--- src/rtl/cache_arbiter_if.sv ---
// Cache/memory handshake bundle for cache_arbiter.
// The slave modport is the arbiter's view. The master modport is the view of the
// environment: both L1 caches plus the memory port.
interface cache_arbiter_if #(
  parameter int LINE_W = 256,
  parameter int ADDR_W = 32
) ();
  logic              i_read;
  logic [ADDR_W-1:0] i_address;
  logic [LINE_W-1:0] i_rdata;
  logic              i_resp;
  logic              d_read;
  logic              d_write;
  logic [ADDR_W-1:0] d_address;
  logic [LINE_W-1:0] d_wdata;
  logic [LINE_W-1:0] d_rdata;
  logic              d_resp;
  logic              pmem_read;
  logic              pmem_write;
  logic [ADDR_W-1:0] pmem_address;
  logic [LINE_W-1:0] pmem_wdata;
  logic [LINE_W-1:0] pmem_rdata;
  logic              pmem_resp;

  modport slave (
    input  i_read, i_address, d_read, d_write, d_address, d_wdata,
           pmem_rdata, pmem_resp,
    output i_rdata, i_resp, d_rdata, d_resp,
           pmem_read, pmem_write, pmem_address, pmem_wdata
  );

  modport master (
    output i_read, i_address, d_read, d_write, d_address, d_wdata,
           pmem_rdata, pmem_resp,
    input  i_rdata, i_resp, d_rdata, d_resp,
           pmem_read, pmem_write, pmem_address, pmem_wdata
  );
endinterface

--- src/rtl/cache_arbiter.sv ---
// cache_arbiter: serialises I-cache and D-cache line transactions onto a single
// cacheline-wide memory port. Only one transaction is outstanding at a time.
// Optional feature macro: CACHE_ARB_ROUND_ROBIN_EN.
//   defined   -> round-robin between simultaneous requesters
//   undefined -> fixed priority, D over I
module cache_arbiter #(
  parameter int LINE_W = 256,
  parameter int ADDR_W = 32
) (
  input  logic            clk,
  input  logic            rst,
  cache_arbiter_if.slave  bus
);

  typedef enum logic [1:0] {IDLE, SERVE_I, SERVE_D, RELEASE} state_t;

  state_t            state;
  logic              read_q;
  logic              write_q;
  logic [ADDR_W-1:0] addr_q;
  logic [LINE_W-1:0] wdata_q;
  logic              d_req;
  logic              grant_d;

  assign d_req = bus.d_read | bus.d_write;

`ifdef CACHE_ARB_ROUND_ROBIN_EN
  // Set when the most recent grant went to D; the reset value means "last grant was I".
  logic last_d;

  // Winner select: with both requesting, the side not granted last wins.
  always_comb begin
    grant_d = 1'b0;
    if (d_req) grant_d = !(bus.i_read && last_d);
  end
`else
  // Winner select: D has fixed priority over I.
  always_comb begin
    grant_d = 1'b0;
    if (d_req) grant_d = 1'b1;
  end
`endif

  // Arbitration FSM. The strobes, address and write data are registered.
  always_ff @(posedge clk) begin
    if (!rst) begin
      state   <= IDLE;
      read_q  <= 1'b0;
      write_q <= 1'b0;
      addr_q  <= '0;
      wdata_q <= '0;
`ifdef CACHE_ARB_ROUND_ROBIN_EN
      last_d  <= 1'b0;
`endif
    end else begin
      case (state)
        IDLE: begin
          if (bus.i_read || d_req) begin
`ifdef CACHE_ARB_ROUND_ROBIN_EN
            last_d <= grant_d;
`endif
            if (grant_d) begin
              state  <= SERVE_D;
              addr_q <= bus.d_address;
              if (bus.d_write) begin
                write_q <= 1'b1;
                wdata_q <= bus.d_wdata;
              end else begin
                read_q  <= 1'b1;
              end
            end else begin
              state  <= SERVE_I;
              addr_q <= bus.i_address;
              read_q <= 1'b1;
            end
          end
        end
        SERVE_I, SERVE_D: begin
          if (bus.pmem_resp) begin
            read_q  <= 1'b0;
            write_q <= 1'b0;
            state   <= RELEASE;
          end
        end
        RELEASE: state <= IDLE;
        default: state <= IDLE;
      endcase
    end
  end

  assign bus.pmem_read    = read_q;
  assign bus.pmem_write   = write_q;
  assign bus.pmem_address = addr_q;
  assign bus.pmem_wdata   = wdata_q;

  // Completion is coincident with the memory response. Response data passes straight through.
  assign bus.i_resp  = (state == SERVE_I) && bus.pmem_resp;
  assign bus.d_resp  = (state == SERVE_D) && bus.pmem_resp;
  assign bus.i_rdata = bus.pmem_rdata;
  assign bus.d_rdata = bus.pmem_rdata;

endmodule

--- src/flat_wrapper.sv ---
// flat-port wrapper written by rule: the top's interface ports become plain ports
module cache_arbiter_flat 
#(
  parameter int LINE_W = 256,
  parameter int ADDR_W = 32
)
  (clk, rst, bus_i_read, bus_i_address, bus_d_read, bus_d_write, bus_d_address, bus_d_wdata, bus_pmem_rdata, bus_pmem_resp, bus_i_rdata, bus_i_resp, bus_d_rdata, bus_d_resp, bus_pmem_read, bus_pmem_write, bus_pmem_address, bus_pmem_wdata);
  cache_arbiter_if #(.LINE_W(LINE_W), .ADDR_W(ADDR_W)) bus_i ();
  input  logic clk;
  input  logic rst;
  input wire logic [$bits(bus_i.i_read)-1:0] bus_i_read;
  input wire logic [$bits(bus_i.i_address)-1:0] bus_i_address;
  input wire logic [$bits(bus_i.d_read)-1:0] bus_d_read;
  input wire logic [$bits(bus_i.d_write)-1:0] bus_d_write;
  input wire logic [$bits(bus_i.d_address)-1:0] bus_d_address;
  input wire logic [$bits(bus_i.d_wdata)-1:0] bus_d_wdata;
  input wire logic [$bits(bus_i.pmem_rdata)-1:0] bus_pmem_rdata;
  input wire logic [$bits(bus_i.pmem_resp)-1:0] bus_pmem_resp;
  output wire logic [$bits(bus_i.i_rdata)-1:0] bus_i_rdata;
  output wire logic [$bits(bus_i.i_resp)-1:0] bus_i_resp;
  output wire logic [$bits(bus_i.d_rdata)-1:0] bus_d_rdata;
  output wire logic [$bits(bus_i.d_resp)-1:0] bus_d_resp;
  output wire logic [$bits(bus_i.pmem_read)-1:0] bus_pmem_read;
  output wire logic [$bits(bus_i.pmem_write)-1:0] bus_pmem_write;
  output wire logic [$bits(bus_i.pmem_address)-1:0] bus_pmem_address;
  output wire logic [$bits(bus_i.pmem_wdata)-1:0] bus_pmem_wdata;
  assign bus_i.i_read = bus_i_read;
  assign bus_i.i_address = bus_i_address;
  assign bus_i.d_read = bus_d_read;
  assign bus_i.d_write = bus_d_write;
  assign bus_i.d_address = bus_d_address;
  assign bus_i.d_wdata = bus_d_wdata;
  assign bus_i.pmem_rdata = bus_pmem_rdata;
  assign bus_i.pmem_resp = bus_pmem_resp;
  assign bus_i_rdata = bus_i.i_rdata;
  assign bus_i_resp = bus_i.i_resp;
  assign bus_d_rdata = bus_i.d_rdata;
  assign bus_d_resp = bus_i.d_resp;
  assign bus_pmem_read = bus_i.pmem_read;
  assign bus_pmem_write = bus_i.pmem_write;
  assign bus_pmem_address = bus_i.pmem_address;
  assign bus_pmem_wdata = bus_i.pmem_wdata;
  cache_arbiter #(.LINE_W(LINE_W), .ADDR_W(ADDR_W)) u_core (.clk(clk), .rst(rst), .bus(bus_i));
endmodule
--- config.mk ---
export PLATFORM = sky130hd
export DESIGN_NAME = cache_arbiter_flat
export DESIGN_NICKNAME = d
export VERILOG_FILES = /design/src/rtl/cache_arbiter_if.sv /design/src/rtl/cache_arbiter.sv /design/src/flat_wrapper.sv
export SDC_FILE = /design/constraint.sdc
export NUM_CORES = 1
export LEC_CHECK = 0
export CAP_MARGIN = 15
export CORE_AREA = 2 2 546 548
export CTS_BUF_LIST = sky130_fd_sc_hd__clkbuf_8
export CTS_CLUSTER_DIAMETER = 60
export DETAILED_ROUTE_END_ITERATION = 10
export DIE_AREA = 0 0 548 550
export GPL_ROUTABILITY_DRIVEN = 0
export GPL_TIMING_DRIVEN = 0
export SLEW_MARGIN = 20
export SYNTH_ARGS = -nofsm -noshare
export SYNTH_HDL_FRONTEND = slang
export SYNTH_SLANG_ARGS = --single-unit
--- constraint.sdc ---
create_clock -name clk -period 1.5 [get_ports clk]
set_input_delay 0.375 -clock clk [delete_from_list [all_inputs] [get_ports clk]]
set_output_delay 0.375 -clock clk [all_outputs]
set_load 0.02 [all_outputs]
==> reports/metrics.yaml, run 1 <==
worst_setup_path:
  worstRegToRegCells: 11
  cp-end-kind: "output pin"
  arrival_ps: 1640
  path_class: "reg -> out"
  cp-start-kind: "register"
  worstPathRequired_ps: 1120
  critPathMaxFanout: 3
finish:
  final_layout_size_suffix_gt1_share_pct: 57.5
  final_common_cell: "clkdlybuf4s50_1"
  fin_nets: 3800
  fin_util_pct: 12.8
  mostFrequentLayoutCells: "830 x clkdlybuf4s50_1, 593 x buf_4, 282 x nand2_1, 273 x dfxtp_2, 247 x buf_6"
  area_growth_pct: 137
sta:
  clock-skew-final_ps: 77.0
  rsz0062_at_grt: "yes"
  setup_violations: 758
  final.period_utilization_pct: 134
  fmaxAchievable_mhz: 496
  drv_slew: 0
  tightest_slew_ps: 1020
  final_hold_viol_count: 0
  slew-limit-headroom_pct: 32.2
  period_minus_slack_ps: 2020
  setup_tns_ps: -162760
  final.setup.worst_slack_ps: -517
route:
  wl_microns: 182000
  postRouteAntennaNets: 0
  dr_total_vias: 18400
  drtIter0Drc: 1118
  drc: 0
  drt_first_pass_iters: 7
  vias_per_cell: 2.54
  wire_per_inst_microns: 25.1
power_and_ir_drop:
  internal_power_mw: 27.2
  vdd_ir_drop_max_mv: 0.924
  power_density_mw_per_mm2: 1230
  power_frac_seq_pct: 24.3
  power.total_mw: 46.4
  power_frac_comb_pct: 53.4
  leakage_nw: 14.2
  clkPwrFrac_pct: 22.3
  p_sw_mw: 19.2
  p_sw_share_pct: 41.4
global_routing:
  antenna_found_initial: 97
  grt_util_all_layers_pct: 11.3
  grt-ovfl-total: 0
  grt_max_degree: 11
  grt_pass1_wl_microns: 212000
  grt_pass1_vias: 17500
die:
  die_w_microns: 548
  row_count: 200
  initial_core_util_pct: 5.38
  die_area_sq_mm: 0.301
  die_y_microns: 550
  pin_count: 1386
  core_area_sq_mm: 0.296
synthesis:
  synth_top_family_by_area: "buffers and inverters"
  synth-seq-area-share_pct: 36.8
  synth_simple_gate_area_share_pct: 15.9
  synth_compound_area_share_pct: 15.2
  synth_warnings: 0
  syn_nets: 2388
  synthMuxAreaShare_pct: 2.02
  synth_adder_area_share_pct: 0.315
  synth-xor-area-share_pct: 0
  synth_area_sq_mm: 0.0159
  synth.ff_latch_count: 292
  synth.distinct_cells: 32
  avgSynthCellArea_sq_um: 8.82
  synthCells: 1802
clock_tree:
  cts_inserted_buffers: 70
  tritoncts: "yes"
  clock_latency_ps: 860
  path_clk_slew_ps: 60
  clockBufferDepth: 4
  clockRootBuffer: "clkbuf_8"
  htreeDepth: 3
  cts_sinks: 292
run_status:
  outcome: "finished, violations left"
  violations: "setup timing"
hold_path:
  hold_class: "in -> reg"
  min_path_cells: 3
placed_design:
  port_buffers: 1127
  pre_cts_slack_ps: -1400
  hpwl_microns: 160000
run:
  drv_cap: 0
synthesized netlist by cell type, drive strengths merged:
master	number	area, sq um
a21oi	290	2200
a31oi	1	6.26
and2	3	18.8
buf	591	4630
clkbuf	21	80.1
dfxtp	292	5850
ha	4	50.1
inv	4	15.0
mux2i	32	320
nand2	515	2440
nand2b	1	6.26
nor2	2	15.0
nor2b	2	12.5
nor3b	2	15.0
nor4	1	6.26
nor4b	1	15.0
o211ai	2	15.0
o21a	1	7.51
o21ai	34	170
o31a	1	8.76
o41ai	1	8.76
or3	1	6.26
worst paths after layout:
check | startpoint | end | slack (ps)
max reg2reg | u_core.state[1] | u_core.bus.pmem_wdata[99] | -400
min reg2reg | u_core.bus.pmem_wdata[203] | u_core.bus.pmem_wdata[203] | 460
min | bus_d_wdata[174] | u_core.bus.pmem_wdata[174] | 110
max | u_core.state[1] | bus_i_resp | -520
cell families (layout without fill, tap and decap cells):
kind of cell | count (synthesis) | in the layout
buffers and inverters | 616 | 2077
AND/OR/NAND/NOR | 528 | 528
AO/OA/AOI/OAI | 330 | 330
flip-flops | 292 | 292
multiplexers | 32 | 32
adder cells (fa/ha/maj) | 4 | 4
other | 0 | 40
power by group through the flow:
stage	Clock [mW]	Sequential (mW)	Combinational [mW]
2_1_floorplan	0	12.3	8.29
3_3_place_gp	0	10.5	20.3
3_5_place_dp	0	10.5	20.3
4_1_cts	10.8	10.7	21.0
5_1_grt	11.0	11.4	26.1
6_report	10.3	11.3	24.8
registers in the layout (all words and copies together) (netlist names):
register and flops:
u_core.bus.pmem_read 1, u_core.bus.pmem_address 32, u_core.state 2, u_core.bus.pmem_write 1, u_core.bus.pmem_wdata 256
critical path, cell delays in order, from the launching register on:
cell and delay, ps:
dfxtp_4 370, inv_4 40, ha_4 140, and2_4 140
buf_8 140
per-layer routing:
layer | up-vias | wire length (microns) | track usage (%)
met5 | - | 628 | 0.750
met4 | 40 | 7460 | 4.34
met3 | 328 | 30400 | 8.20
met2 | 1536 | 74500 | 16.2
met1 | 8355 | 69100 | 12.5
li1 | 8123 | - | -
through the flow:
step | std cells | area, sq um | hold WS [ps]
floorplan | 1802 | 15900 | 495
global placement | 6868 | 32100 | 442
detailed placement | 6868 | 32100 | 446
CTS | 7113 | 35300 | 0.000111
global route | 7223 | 37700 | 25.3
finish | 7242 | 37700 | 110
cell type report:
cell class	instances	area, sq um
Multi-Input combinational cell	894	5780
Clock buffer	85	1170
Timing Repair Buffer	1340	14300
Sequential cell	292	6250
Inverter	4	20.0
Buffer	612	4930
Clock inverter	36	259
Fill cell	33700	258000
Antenna cell	40	100
Tap cell	3939	4930
timing repair:
item	in CTS	in global routing
gates resized for setup	1244	1230
hold endpoints to repair	110	0
endpoints found under the setup margin	765	765
pin swaps	2	14
cloned	0	20
buffers inserted	19	69
hold buffers	105	0
No activity file was read; power rests on OpenSTA's default activity.
==> run 2, diff against run 1 <==
--- a/constraint.sdc
+++ b/constraint.sdc
@@ -3,2 +3,2 @@
 set_output_delay 0.375 -clock clk [all_outputs]
-set_load 0.02 [all_outputs]
+set_load 0.05 [all_outputs]
==> run 2 against run 1 <==
The run still ends with setup timing left. Clock-buffer cell count rose by 3. Register-to-register slack improved by 30 ps. Final area rose by 4.9%. Sequential share of layout area fell by 0.69 points. Highest routed layer unchanged.
==> reports/metrics.yaml, run 2 (synthesis gave the netlist of run 1 again) <==
placed_design:
  port_buffers: 1127
  pre_cts_slack_ps: -1380
  hpwl_microns: 160000
  dpl-instance-area_sq_mm: 0.0321
  dp.cells: 6868
global_routing:
  grt_pass1_vias: 18000
  grt-ovfl-total: 0
  antenna_found_initial: 104
  grt_util_all_layers_pct: 11.5
  grt_max_degree: 12
  grt_pass1_wl_microns: 217000
route:
  drt_first_pass_iters: 7
  dr_total_vias: 18600
  vias_per_cell: 2.57
  wl_microns: 184000
  wire_per_inst_microns: 25.4
  postRouteAntennaNets: 0
  drtIter0Drc: 1242
  drc: 0
finish:
  final_common_cell: "clkdlybuf4s50_1"
  final_cells: 7254
  fin_util_pct: 13.4
  multi_input_area_sq_mm: 0.00611
  area_growth_pct: 149
  final_layout_size_suffix_gt1_share_pct: 61.2
  finalInstanceArea_sq_mm: 0.0396
  fin_nets: 3816
  nFillCells: 33600
  mostFrequentLayoutCells: "721 x clkdlybuf4s50_1, 654 x buf_4, 261 x dfxtp_2, 260 x nand2_1, 216 x a21oi_2"
  largest_reg_flops: 256
  seqCellArea_sq_mm: 0.00629
die:
  initial_core_util_pct: 5.38
  die_w_microns: 548
  die_y_microns: 550
  pin_count: 1386
  row_count: 200
  core_area_sq_mm: 0.296
  die_area_sq_mm: 0.301
worst_setup_path:
  path_class: "reg -> out"
  cp-start-kind: "register"
  cp-end-kind: "output pin"
  arrival_ps: 1660
  critPathMaxFanout: 3
  worstPathRequired_ps: 1120
sta:
  final_hold_viol_count: 0
  fmaxAchievable_mhz: 492
  period_minus_slack_ps: 2030
  final.setup.worst_slack_ps: -531
  drv_slew: 0
  rsz0062_at_grt: "yes"
  final.period_utilization_pct: 135
  tightest_slew_ps: 1000
  hold_ws_ps: 117
  slew-limit-headroom_pct: 33.0
  clock-skew-final_ps: 77.0
  setup_violations: 982
run:
  drv_cap: 0
clock_tree:
  htreeDepth: 3
  tritoncts: "yes"
  clockRootBuffer: "clkbuf_8"
  cts_sinks: 292
  cts_inserted_buffers: 72
  path_clk_slew_ps: 60
  clockBufferDepth: 4
  clock_latency_ps: 870
power_and_ir_drop:
  vdd_ir_drop_max_mv: 1.33
  power_density_mw_per_mm2: 1420
  leakage_nw: 15.3
run_status:
  violations: "setup timing"
  outcome: "finished, violations left"
hold_path:
  hold_class: "in -> reg"
## run 2: cell count changes in the layout (fill, tap and decap cells not counted), sizes merged, moves of 3 or more
cell	previous run	this run
clkdlybuf4s50	830	721
bufinv	2	8
inv	18	15
clkbuf	132	160
clkinv	15	11
buf	970	1054
dlygate4sd3	105	117
## run 2: layout make-up
| class | count | share of cell area [%] |
|---|---|---|
| Tap cell | 3939 | 12.5 |
| Inverter | 4 | 0.0506 |
| Timing Repair Buffer | 1364 | 39.7 |
| Clock buffer | 88 | 3.06 |
| Buffer | 602 | 12.2 |
| Clock inverter | 33 | 0.971 |
| Antenna cell | 38 | 0.240 |
| Multi-Input combinational cell | 894 | 15.5 |
| Sequential cell | 292 | 15.9 |
## run 2: worst paths after layout
kind                                            startpoint  cells past startpoint  slack, ps                          to
worst max-delay path                       u_core.state[1]                      4       -530                  bus_i_resp
worst min-delay path                      bus_d_wdata[209]                      3        120  u_core.bus.pmem_wdata[209]
worst max register to register             u_core.state[1]                     12       -370  u_core.bus.pmem_wdata[219]
worst min register to register  u_core.bus.pmem_wdata[152]                      2        460  u_core.bus.pmem_wdata[152]
## run 2: timing repair
action,in CTS,in global routing
endpoints found under the setup margin,1093,1037
hold endpoints to repair,120,0
pin swaps,102,44
buffers inserted,70,24
cloned,12,19
hold buffers,117,0
gates resized for setup,2958,240
## run 2: metal layers
metal	global-route usage (%)	wire [microns]	vias up	part of all wire (%)
met1	13.0	70500	8515	38
met4	4.56	7870	46	4.3
li1	-	-	8170	-
met3	7.75	28300	356	15
met5	0.766	1250	-	0.68
met2	16.8	76100	1556	41
## run 2: worst max-delay path, stage by stage, from the launching register on
cell and delay [ps]:
dfxtp_4 370, inv_4 40, ha_4 140, and2_4 140, buf_12 140
## run 2: per-stage QoR
stage | power [mW] | TNS [ps]
final | 56.1 | -202030
after global routing | 58.4 | -258020
after CTS | 54.8 | -281510
after detailed placement | 36.0 | -416390
after global placement | 36.1 | -422700
after floorplan | 25.9 | 0
## run 2: where the power goes
group / internal, mW / leakage, nW / switching (mW)
clock: 6.69 / 0.847 / 4.80
sequential: 9.84 / 2.52 / 1.81
combinational: 14.1 / 12.0 / 18.8
total: 30.6 / 15.3 / 25.4
==> run 3, diff against run 2 <==
CORE_AREA = 2 2 536 538   (was 2 2 546 548)
DIE_AREA = 0 0 538 540   (was 0 0 548 550)
clock period = 2.6 ns   (was 1.5 ns; I/O delays follow)
==> run 3 against run 2 <==
The run now ends clean. Clock-buffer cell count decreased by 6. Routed wire length down 5.0%. Final cell count is 5.7% lower.
==> reports/metrics.yaml, run 3 (synthesis gave the netlist of run 1 again) <==
run_status:
  outcome: "finished clean"
die:
  pin_count: 1386
  die_area_sq_mm: 0.291
  initial_core_util_pct: 5.59
  die_w_microns: 538
  row_count: 196
  core_area_sq_mm: 0.284
  die_y_microns: 540
route:
  wire_per_inst_microns: 25.6
  drtIter0Drc: 1011
  wl_microns: 175000
  postRouteAntennaNets: 0
  drc: 0
  dr_total_vias: 17500
  vias_per_cell: 2.56
  drt_first_pass_iters: 5
worst_setup_path:
  worstRegToRegCells: 7
  reg2reg_from: "u_core.state[1]"
  arrival_ps: 1920
  worstPathRequired_ps: 1950
  critPathMaxFanout: 2
  cpPeakStageDelay_ps: 1150
  cp-start-kind: "input port"
  crit_start: "bus_pmem_rdata[181]"
  path_buf_inv: 2
  cp_top_family: "buffers and inverters"
  cp_slowest_cell: "clkdlybuf4s50_1"
  rrSetupSlack_ps: 390
  worstPathCellList: "buf_4, clkdlybuf4s50_1"
  cp-end-kind: "output pin"
  path_class: "in -> out"
  r2r-end: "u_core.bus.pmem_wdata[15]"
power_and_ir_drop:
  vdd_ir_drop_max_mv: 0.575
  power.total_mw: 25.8
  leakage_nw: 12.7
  power_density_mw_per_mm2: 779
sta:
  setup_tns_ps: 0
  final.period_utilization_pct: 98.9
  setup_violations: 0
  hold_ws_ps: 289
  rsz0062_at_grt: "no"
  clock-skew-final_ps: 92.8
  fmaxAchievable_mhz: 389
  slew-limit-headroom_pct: 21.0
  drv_slew: 0
  final_hold_viol_count: 0
  period_minus_slack_ps: 2570
  tightest_slew_ps: 1180
clock_tree:
  clock_latency_ps: 880
  clockBufferDepth: 4
  cts_inserted_buffers: 70
  clockRootBuffer: "clkbuf_8"
  tritoncts: "yes"
  cts_sinks: 292
  htreeDepth: 3
  path_clk_slew_ps: 60
hold_path:
  hold_class: "in -> reg"
  worstHoldStart: "bus_d_write"
  min_to: "u_core.bus.pmem_read"
  min_path_cells: 3
finish:
  final_layout_size_suffix_gt1_share_pct: 38.1
  mostFrequentLayoutCells: "831 x clkdlybuf4s50_1, 518 x buf_4, 314 x nand2_1, 292 x dfxtp_1, 221 x dlygate4sd2_1"
  largest_reg_flops: 256
  fin_nets: 3590
  final_common_cell: "clkdlybuf4s50_1"
  area_growth_pct: 108
run:
  drv_cap: 0
global_routing:
  antenna_found_initial: 98
  grt_util_all_layers_pct: 11.5
  grt-ovfl-total: 0
  grt_max_degree: 11
  grt_pass1_wl_microns: 206000
  grt_pass1_vias: 16600
placed_design:
  port_buffers: 1127
  hpwl_microns: 158000
==> run 3: per-layer routing <==
layer | vias to the layer above | routed length (microns) | global-route usage, %
met1 | 7920 | 69300 | 13.3
met5 | - | 205 | 0
li1 | 7700 | - | -
met4 | 30 | 7410 | 4.38
met2 | 1542 | 73300 | 17.2
met3 | 300 | 24600 | 6.72
==> run 3: area by class of cell <==
cell class | instances | area (sq um)
buffer | 612 | 4710
tap | 3762 | 4710
multi-input combinational | 894 | 5330
antenna | 37 | 92.6
timing repair buffer | 1130 | 11000
fill | 32900 | 251000
clock buffer | 82 | 1130
clock inverter | 30 | 240
inverter | 4 | 15.0
sequential | 292 | 5850
==> run 3: per-stage QoR <==
stage / setup slack, ps / std cells / utilization, % / cell area, sq um
2_1_floorplan: 888 / 1802 / - / 15900
3_3_place_gp: -1430 / 6691 / 11.2 / 31900
3_5_place_dp: -622 / 6694 / 11.2 / 31900
4_1_cts: -20.4 / 6806 / 11.6 / 33000
5_1_grt: 0.243 / 6819 / 11.6 / 33000
6_report: 29.3 / 6843 / 11.6 / 33100
==> run 3: how the worst max path moves through the flow <==
stage                                       end  slack, ps  cells after the start
floorplan                            bus_d_resp        890                      1
global placement     u_core.bus.pmem_address[7]      -1430                      5
detailed placement  u_core.bus.pmem_address[28]       -620                      5
CTS                                  bus_i_resp        -20                      4
global route                         bus_i_resp        0.2                      4
finish                         bus_d_rdata[181]         30                      2
==> run 3: power breakdown <==
part	internal (mW)	switching (mW)
sequential	5.44	0.553
clock	3.15	2.67
combinational	4.22	9.74
total	12.8	13.0
==> run 3: what timing repair did <==
item                       CTS  global route
hold buffers                 0             0
resized for setup          400             7
setup endpoints to repair  283             6
gates cloned                 0             0
buffers inserted             0             0
